### src/rtl/ibpu_rx_pkg.sv
`default_nettype none
// ============================================================================
//  Module      : ibpu_rx_pkg
//  Description : Shared types and constants for the pulled-up pad receiver
//                (filter FSM state encoding, idle level, glitch saturation).
//  Revision    : 1.0 - initial release
// ============================================================================
package ibpu_rx_pkg;

    // Qualification FSM: either the line is settled, or a candidate level is
    // being timed against the filter length.
    typedef enum logic [0:0] {
        STABLE = 1'b0,
        QUAL   = 1'b1
    } rx_state_e;

    // Level the line rests at through the pull-up; also every level reset value.
    localparam logic IDLE_LVL = 1'b1;

    // Ceiling of the rejected-glitch counter.
    localparam logic [7:0] GLITCH_MAX = 8'hFF;

    // Saturating increment of the glitch counter.
    function automatic logic [7:0] glitch_inc(input logic [7:0] cnt);
        return (cnt == GLITCH_MAX) ? cnt : cnt + 8'd1;
    endfunction

endpackage : ibpu_rx_pkg
`default_nettype wire

### src/rtl/ibpu_sync2.sv
`default_nettype none
// ============================================================================
//  Module      : ibpu_sync2
//  Description : Two-flop synchronizer for an asynchronous pad level. Both
//                flops reset to the line idle level so reset never produces a
//                fake edge on the synchronized output.
//  Revision    : 1.0 - initial release
// ============================================================================
module ibpu_sync2 #(
    parameter logic IDLE_LVL = 1'b1
) (
    input  logic CK,
    input  logic RSTN,
    input  logic d_i,
    output logic q_o
);

    logic s1_q;
    logic s2_q;

    // Two-stage capture of the asynchronous level; only s2 is used downstream.
    always_ff @(posedge CK) begin
        if (!RSTN) begin
            s1_q <= IDLE_LVL;
            s2_q <= IDLE_LVL;
        end else begin
            s1_q <= d_i;
            s2_q <= s1_q;
        end
    end

    assign q_o = s2_q;

endmodule : ibpu_sync2
`default_nettype wire

### src/rtl/ibpu_filter_rx.sv
`default_nettype none
// ============================================================================
//  Module      : ibpu_filter_rx
//  Description : Receiver for a pulled-up shared pad line. Synchronizes the
//                pad, rejects pulses shorter than FILT_LEN+1 samples, drives a
//                clean level with registered rise/fall strobes, counts
//                rejected glitches and flags a line held low too long.
//  Revision    : 1.0 - initial release
// ============================================================================
module ibpu_filter_rx
    import ibpu_rx_pkg::*;
#(
    parameter int FILT_W  = 4,
    parameter int STUCK_W = 16
) (
    input  logic               CK,
    input  logic               RSTN,
    input  logic               PAD_I,
    input  logic               EN,
    input  logic [FILT_W-1:0]  FILT_LEN,
    input  logic [STUCK_W-1:0] STUCK_LIM,
    input  logic               STUCK_CLR,
    output logic               Q,
    output logic               RISE,
    output logic               FALL,
    output logic               STUCK,
    output logic [7:0]         GLITCH_CNT
);

    // ------------------------------------------------------------------------
    // Synchronized pad level
    // ------------------------------------------------------------------------
    logic sync_lvl;

    ibpu_sync2 #(
        .IDLE_LVL (IDLE_LVL)
    ) u_sync (
        .CK   (CK),
        .RSTN (RSTN),
        .d_i  (PAD_I),
        .q_o  (sync_lvl)
    );

    // ------------------------------------------------------------------------
    // Filter state
    // ------------------------------------------------------------------------
    rx_state_e          state_q,  state_d;
    logic               cand_q,   cand_d;
    logic [FILT_W-1:0]  cnt_q,    cnt_d;
    logic               lvl_q,    lvl_d;
    logic               rise_q,   rise_d;
    logic               fall_q,   fall_d;
    logic [7:0]         glitch_q, glitch_d;

    // Stuck-low detector state
    logic [STUCK_W-1:0] stk_cnt_q, stk_cnt_d;
    logic               stuck_q,   stuck_d;

    // Qualification FSM: decides when the filtered level may follow the
    // synchronized level, and counts candidates that collapse early.
    always_comb begin
        state_d  = state_q;
        cand_d   = cand_q;
        cnt_d    = cnt_q;
        lvl_d    = lvl_q;
        glitch_d = glitch_q;

        case (state_q)
            STABLE: begin
                if (sync_lvl != lvl_q) begin
                    if (!EN || (FILT_LEN == '0)) begin
                        // No qualification requested: follow immediately.
                        lvl_d = sync_lvl;
                    end else begin
                        state_d = QUAL;
                        cand_d  = sync_lvl;
                        cnt_d   = FILT_W'(1);
                    end
                end
            end

            QUAL: begin
                if (!EN) begin
                    // Filter switched off mid-candidate: adopt the current
                    // synchronized level without charging a glitch.
                    lvl_d   = sync_lvl;
                    state_d = STABLE;
                end else if (sync_lvl == cand_q) begin
                    // >= lets a shortened FILT_LEN commit right away.
                    if (cnt_q >= FILT_LEN) begin
                        lvl_d   = cand_q;
                        state_d = STABLE;
                    end else begin
                        cnt_d = cnt_q + FILT_W'(1);
                    end
                end else begin
                    // Candidate reverted before qualifying.
                    glitch_d = glitch_inc(glitch_q);
                    state_d  = STABLE;
                end
            end

            default: begin
                state_d = STABLE;
            end
        endcase
    end

    // Edge strobes are registered together with the level so each is visible
    // exactly in the first cycle the new level is.
    always_comb begin
        rise_d = lvl_d & ~lvl_q;
        fall_d = ~lvl_d & lvl_q;
    end

    // Stuck-low detector: counts consecutive low cycles of the filtered level
    // up to STUCK_LIM and latches a sticky flag when the limit is reached.
    always_comb begin
        stk_cnt_d = stk_cnt_q;
        stuck_d   = stuck_q;

        if (STUCK_CLR) begin
            // Clear beats a simultaneous set.
            stk_cnt_d = '0;
            stuck_d   = 1'b0;
        end else if ((STUCK_LIM == '0) || lvl_q) begin
            stk_cnt_d = '0;
        end else begin
            if (stk_cnt_q >= STUCK_LIM) begin
                stk_cnt_d = STUCK_LIM;
            end else begin
                stk_cnt_d = stk_cnt_q + STUCK_W'(1);
            end
            if (stk_cnt_d == STUCK_LIM) begin
                stuck_d = 1'b1;
            end
        end
    end

    // State registers with synchronous active-low reset; reset abandons any
    // candidate and returns the line to its idle level.
    always_ff @(posedge CK) begin
        if (!RSTN) begin
            state_q   <= STABLE;
            cand_q    <= IDLE_LVL;
            cnt_q     <= '0;
            lvl_q     <= IDLE_LVL;
            rise_q    <= 1'b0;
            fall_q    <= 1'b0;
            glitch_q  <= '0;
            stk_cnt_q <= '0;
            stuck_q   <= 1'b0;
        end else begin
            state_q   <= state_d;
            cand_q    <= cand_d;
            cnt_q     <= cnt_d;
            lvl_q     <= lvl_d;
            rise_q    <= rise_d;
            fall_q    <= fall_d;
            glitch_q  <= glitch_d;
            stk_cnt_q <= stk_cnt_d;
            stuck_q   <= stuck_d;
        end
    end

    assign Q          = lvl_q;
    assign RISE       = rise_q;
    assign FALL       = fall_q;
    assign STUCK      = stuck_q;
    assign GLITCH_CNT = glitch_q;

endmodule : ibpu_filter_rx
`default_nettype wire

### config.mk
export PLATFORM = sky130hd
export DESIGN_NAME = ibpu_filter_rx
export DESIGN_NICKNAME = d
export VERILOG_FILES = /design/src/rtl/ibpu_rx_pkg.sv /design/src/rtl/ibpu_sync2.sv /design/src/rtl/ibpu_filter_rx.sv
export SDC_FILE = /design/constraint.sdc
export NUM_CORES = 1
export LEC_CHECK = 0
export CAP_MARGIN = 40
export CORE_UTILIZATION = 45
export DETAILED_ROUTE_END_ITERATION = 16
export HOLD_SLACK_MARGIN = 0.02
export PLACE_DENSITY = 0.68
export SYNTH_ARGS = -nofsm -noshare
export SYNTH_HDL_FRONTEND = slang
export SYNTH_SLANG_ARGS = --single-unit
### constraint.sdc
create_clock -name CK -period 3.6 [get_ports CK]
set_clock_uncertainty 0.2 [all_clocks]
set_input_delay 0.72 -clock CK [delete_from_list [all_inputs] [get_ports CK]]
set_output_delay 0.72 -clock CK [all_outputs]
set_load 0.1 [all_outputs]
Yosys cells after proc, flatten, opt, wreduce, memory -nomap -nowiden
Index checks and enable logic that the tools add are counted.
- add/subtract/negate cells: 3
- $lt $le $gt $ge: 2
- eq/ne operators: 9
- muxes and demuxes: 21
- bitwise logic cells: 10
- reduce and logical (&&, ||, !) cells: 11
- operators with widths (operator ; number):
    $mux W16 ; 3
    $mux W4 ; 5
    $add A16 B1 Y16 const B ; 1
    $eq A16 B16 Y1 ; 1
    $ge A16 B16 Y1 ; 1
    $logic_not A16 Y1 ; 1
    $mux W1 ; 10
    $add A8 B1 Y8 const B ; 1
    $eq A8 B8 Y1 const B ; 1
    $ne A2 B2 Y1 const B ; 4
    $not A1 Y1 ; 8
    $pmux W4 S2 ; 1
    $reduce_and A5 Y1 ; 1
    $add A4 B1 Y4 const B ; 1
    $ge A4 B4 Y1 ; 1
    $logic_not A4 Y1 ; 1
    $pmux W1 S2 ; 2
    $reduce_and A4 Y1 ; 1
    $reduce_and A3 Y1 ; 1
    $reduce_or A3 Y1 ; 1
    $and A1 B1 Y1 ; 2
    $logic_or A1 B1 Y1 ; 2
    $ne A2 B1 Y1 const B ; 1
    $reduce_and A2 Y1 ; 1
    4 further kinds ; 4
- register bits after elaboration: 36
- output and inout port bits: 12

Longest topological paths before layout
- word-level depth: 7
- gate-level depth with buffers: 10

Cells and area by module
A second synthesis with hierarchy kept.
- cell total of the unflattened synthesis: 328
- area, all modules: 2690.1 um2
- by module, submodules not included (module ; instances ; cells an instance ; area each (um2)):
    ibpu_filter_rx ; 1 ; 324 ; 2637.5
    ibpu_sync2 ; 1 ; 4 ; 52.6

Worst setup path after synthesis
No wires, ideal clock.
- kind: register -> register
- start: register glitch_q[0], in the netlist GLITCH_CNT[0]
- end: register glitch_q[5], in the netlist GLITCH_CNT[5]
- library setup time: 0.067 ns
- arrival: 2.545 ns
- data required time: 3.333 ns
- setup slack: 0.789 ns
- stages on the path, launching flop included: 8
- cells stage by stage: dfxtp_1 ha_1 and3_1 a311oi_1 and4_1 nand3_1 xor2_1 nor2_1
- cells in the longest elaborated chain, start to end: 3
- ends and longest elaborated chain (item ; RTL line ; RTL):
    start, declared ; ibpu_filter_rx.sv:53 ; logic [7:0] glitch_q, glitch_d;
    start signal, assigned ; ibpu_filter_rx.sv:160 ; glitch_q <= glitch_d;
    parallel branches: the longest is 3 deep, another holds $add A8 B1 Y8 ; -- ;
Parallel ways; which one is timed is not known.
A chain may end at the register's enable or synchronous reset.

Final worst setup path
- start: input STUCK_LIM[6]
- end: register stuck_q, in the netlist STUCK
- cells in the longest elaborated chain, start to end: 6
- ends and longest elaborated chain (item ; RTL line ; RTL):
    start, declared ; ibpu_filter_rx.sv:21 ; input logic [STUCK_W-1:0] STUCK_LIM,
    $ge A16 B16 Y1 ; ibpu_filter_rx.sv:129 ; if (stk_cnt_q >= STUCK_LIM) begin
    $mux W16 ; ibpu_filter_rx.sv:129 ;
    $mux W16 ; ibpu_filter_rx.sv:126 ; end else if ((STUCK_LIM == '0) || lvl_q) begin
    $mux W16 ; ibpu_filter_rx.sv:122 ; if (STUCK_CLR) begin
    $eq A16 B16 Y1 ; ibpu_filter_rx.sv:134 ; if (stk_cnt_d == STUCK_LIM) begin
    $reduce_and A2 Y1 (no line) (*) ; -- ;
    end signal, assigned ; ibpu_filter_rx.sv:162 ; stuck_q <= stuck_d;
    end, declared ; ibpu_filter_rx.sv:57 ; logic stuck_q, stuck_d;
Mark *: on every way between the ends. The rest lies on a longest branch, timed or not. The select of a mux whose other input is x is not followed.

==> impl_results.md <==
- Clock network power share: 0.351
- Worst Path Required: about 3600 ps
- Synth warnings: 0
- Mapped cell area: 2560 µm²
- Die Area: between 5000 and 6000 µm²
- Top FF cell, synth: dfxtp_1
- # DRC: 0
- Synth cell types: 44
- Cell area power density: ~280 nW/µm²
- Rows: 27
- Global-route wire length before repair: between 10 and 15 mm
- Mapped Cells: 317
- Clk buf depth: 2
- Post-CTS Hold Buffers: 0
- Final Slew Violations: 0
- Int Pwr: 0.000602 W
- Comb pwr share: 0.164
- Slew margin rel.: 0.593
- Synth Register Bits: 36
- Final worst-path cycle share: 0.816
- Resized cells post-CTS: 0
- Die width: 77.4 µm
- Finished Core Util: 0.558
- Initial DRC Count: 100
- Iteration count of the initial detailed-routing pass: 5
- Worst Max-Slew Pin Slew: 603 ps
- CTS tree: done
- Avg WL per Cell: 13.7 µm
- WHS: 220 ps
- CTS H-tree lvls: 2
- Initial antenna violation count: 0
- Pin count of the biggest net entering global routing: 17
- CTS Buf Count: 5
- Via density: around 5.4
- Crit path setup slack, layout: 663 ps
- Global route overflow: 0
- Yosys top cell by area: dfxtp_1
- Net switching power: 0.000246 W
- Clk root buf: clkbuf_8
- Max IR drop VDD: roughly 0.00017 V
- IO Port Bufs: 36
- Syn_area_per_cell: roughly 8.1 µm²
- Synth-to-layout area growth: 20.3%
- Ant. Diodes: 0
- Endpoints failing hold: 0
- CTS clk-pin slew, worst paths: 80 ps
- I/O pins: 37
- # nets final: 404
- Setup TNS: 0 ps
- Non-Filler Instances: 429
- Core Box Area: about 5500 µm²
- DP Wirelength: 4.56 mm
- Worst path arrival time: 2950 ps
- Final ANT Viol Nets: 0
- Synthesized Nets: 365
- Post-synth EDFFs: 0
- Max-cap violations: 0
- Initial Util: 0.464
- Unrepaired setup endpoints after global routing: false
- Share of layout cells above drive strength 1: 0.0896
- Critical Path Sink Type: flip-flop
- Number of global-route vias before repair: 2,126
- Die H: 77.4 µm
- Flop pwr share: 0.484
- CTS sink cnt: 36
- Fillers: 525
- Status: complete, no violations
- Lkg Pwr: 1.28 nW
- Worst Setup Start Kind: input pin
- Critical path peak fanout: 6
- Tmin final: around 2900 ps
- Cell count after placement: around 420
- Net Sw Frac: 0.290
- GR Util All Layers: 0.209
- Setup violations, final: 0
- Routed via count: 2,335
- Max Clock Freq: ~340 MHz
- Sequential fraction of the synthesis area: 0.282
- FFs w/ async S/R, synth: 0
- Pre-CTS setup slack: 375 ps
- Worst skew pair latency: 290 ps
- Synth top area cells: dfxtp_1 28%, ha_1 11%, xnor2_1 8.2%
- HP Class: reg2reg
- Routability Congestion: 0.863
- Setup Fix Bufs, Post-CTS: 0
- Routed wire length: 5.89 mm
- WS Path Type: in2reg
- Post-synth top area share: 0.282
==> metrics by stage <==
| stage | total power, W | cell area (µm²) |
|---|---|---|
| global placement | 0.000553 | 2960 |
| floorplan | 0.000498 | 2560 |
| finish | 0.000849 | 3070 |
| global route | 0.000890 | 3070 |
| detailed placement | 0.000559 | 2990 |
| CTS | 0.000853 | 3070 |
==> critical path: stages <==
cell,delay (ps)
clkdlybuf4s50_1,600
nor4_1,80
a41oi_1,250
inv_1,80
or4_1,500
or4_1,480
o31ai_1,240
==> power by group through the flow <==
stage,clock [W],combinational (W),sequential [W]
2_1_floorplan,0,0.0000606,0.000437
3_3_place_gp,0,0.000133,0.000420
3_5_place_dp,0,0.000138,0.000421
4_1_cts,0.000303,0.000139,0.000411
5_1_grt,0.000325,0.000153,0.000412
6_report,0.000298,0.000139,0.000411
==> flip-flops by register name (all words and copies together) (netlist names) <==
name,flops
cand_q,1
GLITCH_CNT,8
FALL,1
STUCK,1
state_q,1
Q,1
RISE,1
u_sync.s1_q,1
stk_cnt_q,16
u_sync.q_o,1
cnt_q,4
==> metal layers <==
metal | GRT usage | up-vias | wire length [µm]
li1 | - | 1193 | -
met1 | 0.302 | 1068 | 3040
met2 | 0.320 | 68 | 2500
met3 | 0.0400 | 6 | 303
met4 | 0.0472 | 0 | 48
met5 | 0 | - | 0
==> placed cells by master, fill, tap and decap left out, types with 6 or more instances in the layout <==
cell type	Yosys	routed
nand2_1	22	22
nor2_1	36	36
inv_1	25	25
clkdlybuf4s50_1	0	26
nand3_1	10	10
a21oi_1	23	23
nor4_1	6	6
ha_1	23	23
nor3_1	7	7
xor2_1	13	13
a211oi_1	17	17
xnor2_1	24	24
dfxtp_1	36	36
nand4_1	9	9
buf_4	2	16
==> synthesized netlist by cell type (3+ instances only) <==
| library cell | number |
|---|---|
| a21o_1 | 5 |
| nor4_1 | 6 |
| and3_1 | 5 |
| dfxtp_1 | 36 |
| ha_1 | 23 |
| inv_1 | 25 |
| nand2b_1 | 5 |
| xnor2_1 | 24 |
| nor2_1 | 36 |
| nand4_1 | 9 |
| o21ai_0 | 5 |
| mux2i_1 | 5 |
| xor2_1 | 13 |
| nand2_1 | 22 |
| a31oi_1 | 3 |
| nand3_1 | 10 |
| clkbuf_1 | 6 |
| a21oi_1 | 23 |
| nor3_1 | 7 |
| or3_1 | 3 |
| a211oi_1 | 17 |
==> path summary, 6_finish.rpt <==
kind	startpoint	endpoint	cells after the start	slack, ps
setup / recovery	STUCK_LIM[6]	STUCK	7	660
hold / removal	u_sync.s1_q	u_sync.q_o	1	220
setup reg to reg	stk_cnt_q[3]	STUCK	7	820
hold reg to reg	u_sync.s1_q	u_sync.q_o	1	220
==> logic make-up after synthesis <==
family / Yosys count / share of synthesized area
AOI/OAI and AO/OA: 64 / 0.163
xor gates and xnor gates: 39 / 0.140
adders and majority gates: 23 / 0.113
buffers and inverters: 37 / 0.0641
DFF: 36 / 0.282
muxes: 5 / 0.0196
and+or+nand+nor: 113 / 0.219
==> final cells by class <==
type	count	area (µm²)	share of cell area
inverter	25	93.8	0.0305
sequential	36	721	0.234
timing repair buffer	44	410	0.133
clock buffer	5	68.8	0.0224
multi-input combinational	244	1670	0.544
tap	72	90.1	0.0293
clock inverter	3	18.8	0.00611
(Power assumes the default switching activity.)
